**config.mk**
```make
export PLATFORM = sky130hd
export DESIGN_NAME = prefetch_fetch_unit
export DESIGN_NICKNAME = d
export VERILOG_FILES = /design/src/rtl/prefetch_fetch_unit.sv
export SDC_FILE = /design/constraint.sdc
export NUM_CORES = 1
export LEC_CHECK = 0
export ABC_CLOCK_PERIOD_IN_PS = 5100
export CELL_PAD_IN_SITES_DETAIL_PLACEMENT = 1
export CELL_PAD_IN_SITES_GLOBAL_PLACEMENT = 2
export CORE_MARGIN = 2
export CORE_UTILIZATION = 31
export DETAILED_ROUTE_END_ITERATION = 8
export HOLD_SLACK_MARGIN = 0.1
export PLACE_DENSITY_LB_ADDON = 0.08
export SLEW_MARGIN = 5
export SYNTH_ARGS = -nofsm -noshare
export SYNTH_HDL_FRONTEND = slang
export SYNTH_SLANG_ARGS = --single-unit
```
**constraint.sdc**
```tcl
create_clock -name clk -period 5.1 [get_ports clk]
set_clock_uncertainty 0.05 [all_clocks]
set_input_delay 0.765 -clock clk [delete_from_list [all_inputs] [get_ports clk]]
set_output_delay 0.765 -clock clk [all_outputs]
set_load 0.02 [all_outputs]
```
**src/rtl/prefetch_fetch_unit.sv**
```systemverilog
// prefetch_fetch_unit
// Instruction prefetcher. It issues sequential fetches to an instruction memory
// and tracks the address of every outstanding request in issue order. Returned
// instructions are buffered in a small queue and handed to the consumer with
// their addresses. A redirect flushes the queue and restarts fetch at a new PC.
// Responses to requests issued before a redirect are still accepted from the
// memory, but they are dropped instead of queued.
//
// Credit rule: queue occupancy plus every outstanding request, including those
// already marked for drop, never exceeds DEPTH. This keeps the queue from
// overflowing and bounds the address record to DEPTH entries.
module prefetch_fetch_unit #(
    parameter int              PC_W     = 12,
    parameter int              INSTR_W  = 16,
    parameter int              DEPTH    = 4,
    parameter logic [PC_W-1:0] RESET_PC = '0
) (
    input  logic                     clk,
    input  logic                     reset,
    output logic                     imem_req,
    output logic [PC_W-1:0]          imem_addr,
    input  logic                     imem_ready,
    input  logic                     imem_rvalid,
    input  logic [INSTR_W-1:0]       imem_rdata,
    input  logic                     redirect_valid,
    input  logic [PC_W-1:0]          redirect_pc,
    output logic                     out_valid,
    output logic [INSTR_W-1:0]       out_instr,
    output logic [PC_W-1:0]          out_pc,
    input  logic                     out_ready,
    output logic [$clog2(DEPTH):0]   count
);

    localparam int PTR_W = $clog2(DEPTH);
    localparam int CNT_W = PTR_W + 1;

    // Fetch address
    logic [PC_W-1:0]    fetch_pc;

    // Address record of issued requests (oldest at rec_rd)
    logic [PC_W-1:0]    rec_addr [DEPTH];
    logic [PTR_W-1:0]   rec_wr;
    logic [PTR_W-1:0]   rec_rd;
    logic [CNT_W-1:0]   outstanding;   // all issued requests awaiting a response
    logic [CNT_W-1:0]   drop_cnt;      // oldest outstanding requests to discard

    // Prefetch queue
    logic [INSTR_W-1:0] q_instr [DEPTH];
    logic [PC_W-1:0]    q_pc    [DEPTH];
    logic [PTR_W-1:0]   q_head;
    logic [PTR_W-1:0]   q_tail;
    logic [CNT_W-1:0]   q_count;

    // Handshake decode
    logic [CNT_W:0]     credit_used;
    logic               issue;
    logic               resp;
    logic               dropping;
    logic               push;
    logic               pop;

    // Credit is consumed by queued entries and by every outstanding request,
    // dropped or not, so an accepted response always has a free queue slot.
    assign credit_used = {1'b0, q_count} + {1'b0, outstanding};
    assign imem_req    = !redirect_valid && (credit_used < (CNT_W+1)'(DEPTH));
    assign imem_addr   = fetch_pc;
    assign issue       = imem_req && imem_ready;

    // A response without an outstanding request is ignored by the datapath.
    assign resp        = imem_rvalid && (outstanding != '0);
    assign dropping    = (drop_cnt != '0);

    // Redirect overrides push and pop: the queue is emptied on that edge.
    assign push        = resp && !dropping && !redirect_valid;
    assign pop         = out_valid && out_ready && !redirect_valid;

    // Queue head drives the outputs. Gating with out_valid gives zeros while
    // empty (and so during reset) without resetting the storage arrays.
    assign out_valid   = (q_count != '0);
    assign out_instr   = out_valid ? q_instr[q_head] : '0;
    assign out_pc      = out_valid ? q_pc[q_head]    : '0;
    assign count       = q_count;

    // Fetch PC: restart on redirect, otherwise advance on each issued request
    always_ff @(posedge clk or posedge reset) begin
        if (reset) begin
            fetch_pc <= RESET_PC;
        end else if (redirect_valid) begin
            fetch_pc <= redirect_pc;
        end else if (issue) begin
            fetch_pc <= fetch_pc + PC_W'(1);
        end
    end

    // Address record pointers, outstanding count and drop accounting
    always_ff @(posedge clk or posedge reset) begin
        if (reset) begin
            rec_wr      <= '0;
            rec_rd      <= '0;
            outstanding <= '0;
            drop_cnt    <= '0;
        end else begin
            if (issue) begin
                rec_wr <= rec_wr + PTR_W'(1);
            end
            if (resp) begin
                rec_rd <= rec_rd + PTR_W'(1);
            end
            outstanding <= outstanding + CNT_W'(issue) - CNT_W'(resp);
            if (redirect_valid) begin
                // Everything still outstanding after this edge belongs to the
                // old stream; a response arriving now is consumed and discarded.
                // No request issues on a redirect cycle.
                drop_cnt <= outstanding - CNT_W'(resp);
            end else if (resp && dropping) begin
                drop_cnt <= drop_cnt - CNT_W'(1);
            end
        end
    end

    // Record the address of each issued request
    always_ff @(posedge clk) begin
        if (issue) begin
            rec_addr[rec_wr] <= fetch_pc;
        end
    end

    // Queue pointers and occupancy
    always_ff @(posedge clk or posedge reset) begin
        if (reset) begin
            q_head  <= '0;
            q_tail  <= '0;
            q_count <= '0;
        end else if (redirect_valid) begin
            q_head  <= '0;
            q_tail  <= '0;
            q_count <= '0;
        end else begin
            if (push) begin
                q_tail <= q_tail + PTR_W'(1);
            end
            if (pop) begin
                q_head <= q_head + PTR_W'(1);
            end
            q_count <= q_count + CNT_W'(push) - CNT_W'(pop);
        end
    end

    // Write accepted responses at the tail, paired with the oldest recorded address
    always_ff @(posedge clk) begin
        if (push) begin
            q_instr[q_tail] <= imem_rdata;
            q_pc[q_tail]    <= rec_addr[rec_rd];
        end
    end

`ifndef SYNTHESIS
    // Flag a read response that has no matching outstanding request
    always_ff @(posedge clk) begin
        if (!reset && imem_rvalid) begin
            assert (outstanding != '0)
                else $error("prefetch_fetch_unit: imem_rvalid with no outstanding request");
        end
    end
`endif

endmodule

```
==> reports/metrics.yaml, run 1 <==
pwr:
  power_switching_uw: 1420
  power_density_nw_per_um2: 505
  p_leak_uw: 0.00324
  peakVddDrop_uv: 204
  power.total_uw: 4820
  p_sw_share_pct: 29.4
  p_int_uw: 3400
  pwr-share-comb_pct: 26.8
  p_seq_share_pct: 43.9
  clkPwrFrac_pct: 29.3
cells_and_area:
  nets: 567
  syn_to_final_growth_pct: 23.8
  drive_gt1_share_pct: 17.5
  n_fill_cell: 2417
  multiInputGateArea_um2: 2060
  ff_latch_area_um2: 5530
  insertedDiodeCount: 0
synth:
  ys_warn_count: 0
  yosysSeqAreaShare_pct: 71.6
  ys_seq_elements: 189
  syn_inst: 420
  ys_types: 35
  avgSynthCellArea_um2: 18.4
  syn_nets: 475
  synthesis.area_um2: 7720
sta:
  slew_violations: 0
  fin_crit_sh_pct: 73.0
  max-slew-margin-rel_pct: 29.5
  grt_setup_unrepaired: "false"
  hold_violations: 0
  finalSetupViolations: 0
  layout_setup_ws_ns: 1.38
  tns_ns: 0
  tightestPinTransition_ns: 1.06
  period_minus_slack_ns: 3.72
  fmax_mhz: 269
cts:
  hold_buffers: 0
  cts_resized: 0
  cts_tree: "built"
  cts_max_level: 4
  cts.sinks: 189
  root_buffer: "clkbuf_16"
  post-cts-setup-buffers: 0
  cts_buffer_depth: 2
  worstSkewPairLatency_ns: 0.43
  clk_pin_slew_ns: 0.06
  numCtsBuffers: 17
critical_path:
  critPathLaunchType: "register"
  worst-endpoint-arrival_ns: 2.91
  critPathMaxFanout: 30
  critPathKind: "reg -> out"
  critPathRequiredTime_ns: 4.28
  critPathCaptureType: "output port"
detailed_routing:
  wl_um: 15600
  drc: 0
  drtPass1Iterations: 4
  drt_iter0_markers: 170
  ant_nets: 0
  num_vias: 3866
  via_per_inst: 4.55
  wl_per_cell_um: 18.4
floorplanning:
  die_h_um: 162
  die_area_um2: 26200
  row_count: 57
  start_util_pct: 31.7
  coreArea_um2: 24400
  ios: 79
  die_w_um: 162
job:
  max_cap_viol_count: 0
place:
  gp_congestion: 0.652
  pre_cts_slack_ns: 1.53
  io_buffer_count: 78
  dpl.hpwl_um: 9900
global_routing:
  antenna_found_initial: 0
  first_global_vias: 4425
  track_usage_pct: 12.9
  gr-total-overflow: 0
  grt_start_max_net_pins: 31
  grt_pass1_wl_um: 25300
min_path:
  min_path_type: "reg -> reg"
outcome:
  status: "finished clean"
worst max-delay path, cell delays in order, from the launching register on:
cell and delay [ns]:
dfrtp_2 1.06, buf_4 0.25, mux4_2 0.48, and2_1 0.16, clkdlybuf4s50_1 0.53
cell families after synthesis:
group | after synthesis | synth area share (%)
AO/OA/AOI/OAI | 18 | 1.41
XOR/XNOR | 19 | 2.15
adder cells (fa/ha/maj) | 21 | 3.60
buffers and inverters | 34 | 1.72
flip-flops | 189 | 71.6
multiplexers | 46 | 12.5
AND/OR/NAND/NOR | 93 | 7.03
flip-flops by register name, summed over array words and instances (netlist names):
signal,cells
q_pc,48
imem_addr,12
q_head,2
outstanding,3
count,3
q_instr,64
drop_cnt,3
rec_wr,2
q_tail,2
rec_addr,48
rec_rd,2
cell usage in the layout (no fill, tap or decap), types with 3 or more instances in the layout:
cell,synthesis,layout
o21ai_0,11,11
mux4_2,40,40
nand2_1,15,15
clkdlybuf4s50_1,0,78
or3_1,4,4
xnor2_1,8,8
and2_2,4,4
and2_1,33,33
dfrtp_1,29,28
edfxtp_1,160,160
bufinv_16,0,4
inv_8,0,3
nor2_1,11,11
clkbuf_16,0,17
buf_4,0,10
ha_1,19,19
a31oi_1,3,3
mux2i_1,4,4
xor2_1,11,11
o31a_1,3,3
nand4_1,5,5
inv_1,18,18
nor2b_1,3,3
nand3_1,7,7
through the flow:
stage	cell area, µm²	utilization (%)	instances	hold slack [ns]
6_report	9560	39.2	849	0.509
3_3_place_gp	8920	36.6	817	0.486
5_1_grt	9560	39.2	849	0.543
4_1_cts	9560	39.2	849	0.512
3_5_place_dp	8920	36.6	817	0.498
2_1_floorplan	7720	-	420	0.447
final cells by class:
type | instances | area share, %
Inverter | 19 | 0.746
Multi-Input combinational cell | 197 | 21.5
Tap cell | 324 | 4.24
Sequential cell | 189 | 57.9
Timing Repair Buffer | 88 | 8.95
Clock buffer | 17 | 4.45
Clock inverter | 15 | 2.19
cells in the mapped netlist:
cell / instances / share of area [%]
a31oi_1: 3 / 0.24
nand3_1: 7 / 0.45
nor2_4: 1 / 0.15
nand4b_1: 1 / 0.11
dfrtp_1: 29 / 9.4
clkbuf_1: 10 / 0.49
inv_2: 1 / 0.049
nand2b_1: 2 / 0.16
nor2b_1: 3 / 0.24
edfxtp_1: 160 / 62
or4_1: 1 / 0.097
or3_1: 4 / 0.32
xor2_1: 11 / 1.2
nand2_4: 1 / 0.15
mux2i_1: 4 / 0.52
o21ai_0: 11 / 0.71
o31a_1: 3 / 0.34
and2_1: 33 / 2.7
and3_1: 2 / 0.16
nor3_1: 1 / 0.065
mux4_2: 40 / 12
mux2_2: 2 / 0.29
and2_2: 4 / 0.39
inv_1: 18 / 0.87
fa_1: 2 / 0.52
nor4_1: 1 / 0.081
nand4_1: 5 / 0.41
o311ai_0: 1 / 0.11
xnor2_1: 8 / 0.91
nor2_1: 11 / 0.53
buf_2: 4 / 0.26
nor4b_4: 1 / 0.31
nand2_1: 15 / 0.73
ha_1: 19 / 3.1
buf_1: 1 / 0.049
power groups by stage:
stage | registers, µW | logic [µW] | clock network (µW)
after floorplan | 2020 | 907 | 0
after global placement | 2160 | 1300 | 0
after detailed placement | 2170 | 1320 | 0
after CTS | 2140 | 1330 | 1460
after global routing | 2160 | 1430 | 1520
final | 2120 | 1290 | 1410
worst paths after layout:
check,from,end,slack (ns),cells after the start
max,q_head[0],out_instr[9],1.38,4
min,rec_wr[0],rec_wr[0],0.51,1
max reg2reg,count[2],outstanding[2],2.00,12
min reg2reg,rec_wr[0],rec_wr[0],0.51,1
max in group asynchronous,reset,q_head[0],4.00,3
min in group asynchronous,reset,count[2],0.67,3
layer usage:
| metal | vias to the layer above | part of all wire, % | track usage [%] | wire (µm) |
|---|---|---|---|---|
| met5 | - | 0 | 0 | 0 |
| met4 | 0 | 1.1 | 3.74 | 166 |
| met3 | 13 | 3.1 | 2.86 | 481 |
| met2 | 66 | 50 | 21.8 | 7820 |
| met1 | 1995 | 46 | 16.7 | 7120 |
| li1 | 1792 | - | - | - |
(Power assumes the default switching activity.)
==> run 2, diff against run 1 <==
--- a/config.mk
+++ b/config.mk
@@ -5,7 +5,7 @@
 export SDC_FILE = /design/constraint.sdc
 export NUM_CORES = 1
 export LEC_CHECK = 0
-export ABC_CLOCK_PERIOD_IN_PS = 5100
+export ABC_CLOCK_PERIOD_IN_PS = 3200
 export CELL_PAD_IN_SITES_DETAIL_PLACEMENT = 1
 export CELL_PAD_IN_SITES_GLOBAL_PLACEMENT = 2
 export CORE_MARGIN = 2
==> constraint.sdc (replaced) <==
create_clock -name clk -period 3.2 [get_ports clk]
set_clock_uncertainty 0.05 [all_clocks]
set_input_delay 0.48 -clock clk [delete_from_list [all_inputs] [get_ports clk]]
set_output_delay 0.48 -clock clk [all_outputs]
set_load 0.02 [all_outputs]
==> reports/metrics.yaml, run 2 (synthesis gave the netlist of run 1 again) <==
cells_and_area:
  reg.largest.list: "q_instr (64), q_pc (48), rec_addr (48)"
  max_flop_register: "q_instr"
  insertedDiodeCount: 0
  largest_reg_flops: 64
  syn_to_final_growth_pct: 23.6
  nets: 571
  mostFrequentLayoutCells: "edfxtp_1, clkdlybuf4s50_1, mux4_2"
  drive_gt1_share_pct: 17.6
  final_common_cell: "edfxtp_1"
floorplanning:
  coreArea_um2: 24400
  die_w_um: 162
  die_h_um: 162
  ios: 79
  die_area_um2: 26200
  row_count: 57
  start_util_pct: 31.7
sta:
  max-slew-margin-rel_pct: 40.3
  finalHoldWorstSlack_ns: 0.352
  fmax_mhz: 347
  finalSetupViolations: 0
  tns_ns: 0
  slew_violations: 0
  grt_setup_unrepaired: "false"
  hold_violations: 0
  period_minus_slack_ns: 2.88
  fin_crit_sh_pct: 90.1
  tightestPinTransition_ns: 0.895
critical_path:
  critPathKind: "reg -> out"
  r2r_end: "outstanding[2]"
  ff2ff_setup_slack_ns: 0.40
  critPathCaptureType: "output port"
  critPathLaunchType: "register"
  critPathRequiredTime_ns: 2.67
  r2r_cells: 12
  reg2reg_from: "outstanding[2]"
  crit_path_cell_trace: "buf_12 > mux4_2 > and2_1 > clkdlybuf4s50_1"
  startpoint: "q_head[0]"
  setup.worst_path.end: "out_pc[11]"
  worst-endpoint-arrival_ns: 2.35
  cpPeakStageDelay_ns: 0.55
  critPathMaxFanout: 30
  cp_slowest_cell: "clkdlybuf4s50_1"
pwr:
  peakVddDrop_uv: 390
  power_density_nw_per_um2: 788
  p_leak_uw: 0.00323
global_routing:
  track_usage_pct: 13.0
  grt_start_max_net_pins: 32
  gr-total-overflow: 0
  antenna_found_initial: 0
  grt_pass1_wl_um: 25400
  first_global_vias: 4413
cts:
  cts.sinks: 189
  clk_pin_slew_ns: 0.07
  cts_max_level: 4
  hold_buffers: 0
  numCtsBuffers: 17
  post-cts-setup-buffers: 0
  cts_resized: 0
  cts_tree: "built"
  root_buffer: "clkbuf_16"
  worstSkewPairLatency_ns: 0.42
  cts_buffer_depth: 2
detailed_routing:
  drt_iter0_markers: 189
  via_per_inst: 4.60
  drtPass1Iterations: 4
  num_vias: 3920
  wl_per_cell_um: 18.7
  ant_nets: 0
  wl_um: 16000
  drc: 0
place:
  io_buffer_count: 78
  dpl.hpwl_um: 10000
  gp_congestion: 0.691
job:
  max_cap_viol_count: 0
outcome:
  status: "finished clean"
min_path:
  min_path_type: "in -> async"
run 2: changes by cell type in the layout (fill, tap and decap cells not counted):
cell	change
buf_4	+2
inv_8	-3
clkinv_4	-1
bufinv_16	-2
inv_6	+2
buf_12	+2
clkinvlp_4	+1
clkinv_1	+2
clkbuf_1	+1
run 2: layout make-up:
type / count / area [µm²]
clock inverters: 14 / 139
repair buffers: 92 / 911
flip-flops and latches: 189 / 5530
fillers: 2431 / 14800
well taps: 324 / 405
inverters: 19 / 71.3
multi-input cells: 197 / 2060
clock buffers: 18 / 429
run 2: routing by layer:
| layer | GRT usage, % | up-vias | wire length, µm |
|---|---|---|---|
| li1 | - | 1798 | - |
| met1 | 15.8 | 2040 | 6900 |
| met2 | 23.0 | 71 | 8320 |
| met3 | 3.04 | 11 | 603 |
| met4 | 3.70 | 0 | 134 |
| met5 | 0 | - | 0 |
run 2: critical path, delay by kind of cell (launching register included):
kind	cells	cell delay (ns)
flip-flops	1	0.37
buffers and inverters	2	0.81
AND/OR/NAND/NOR	1	0.21
multiplexers	1	0.53
run 2: per-stage QoR:
stage	power, µW	utilization, %	cell area (µm²)	setup WS (ns)	instances
global placement	5560	36.8	8980	0.288	821
finish	7520	39.1	9550	0.317	853
floorplan	4670	-	7720	0.347	420
detailed placement	5610	36.8	8980	0.263	821
CTS	7670	39.1	9550	0.269	853
global route	7950	39.1	9550	0.160	853
run 2: where the power goes:
| group | total [µW] | internal, µW | switching (µW) |
|---|---|---|---|
| clock | 2050 | 1150 | 895 |
| sequential | 3270 | 3020 | 254 |
| combinational | 2200 | 1110 | 1090 |
| total | 7520 | 5280 | 2240 |
run 2: worst min-delay path by stage:
| stage | cells past startpoint | end |
|---|---|---|
| finish | 2 | q_tail[1] |
| global route | 2 | q_tail[1] |
| CTS | 2 | q_tail[1] |
| detailed placement | 1 | rec_wr[0] |
| global placement | 1 | rec_wr[0] |
| floorplan | 1 | rec_wr[0] |
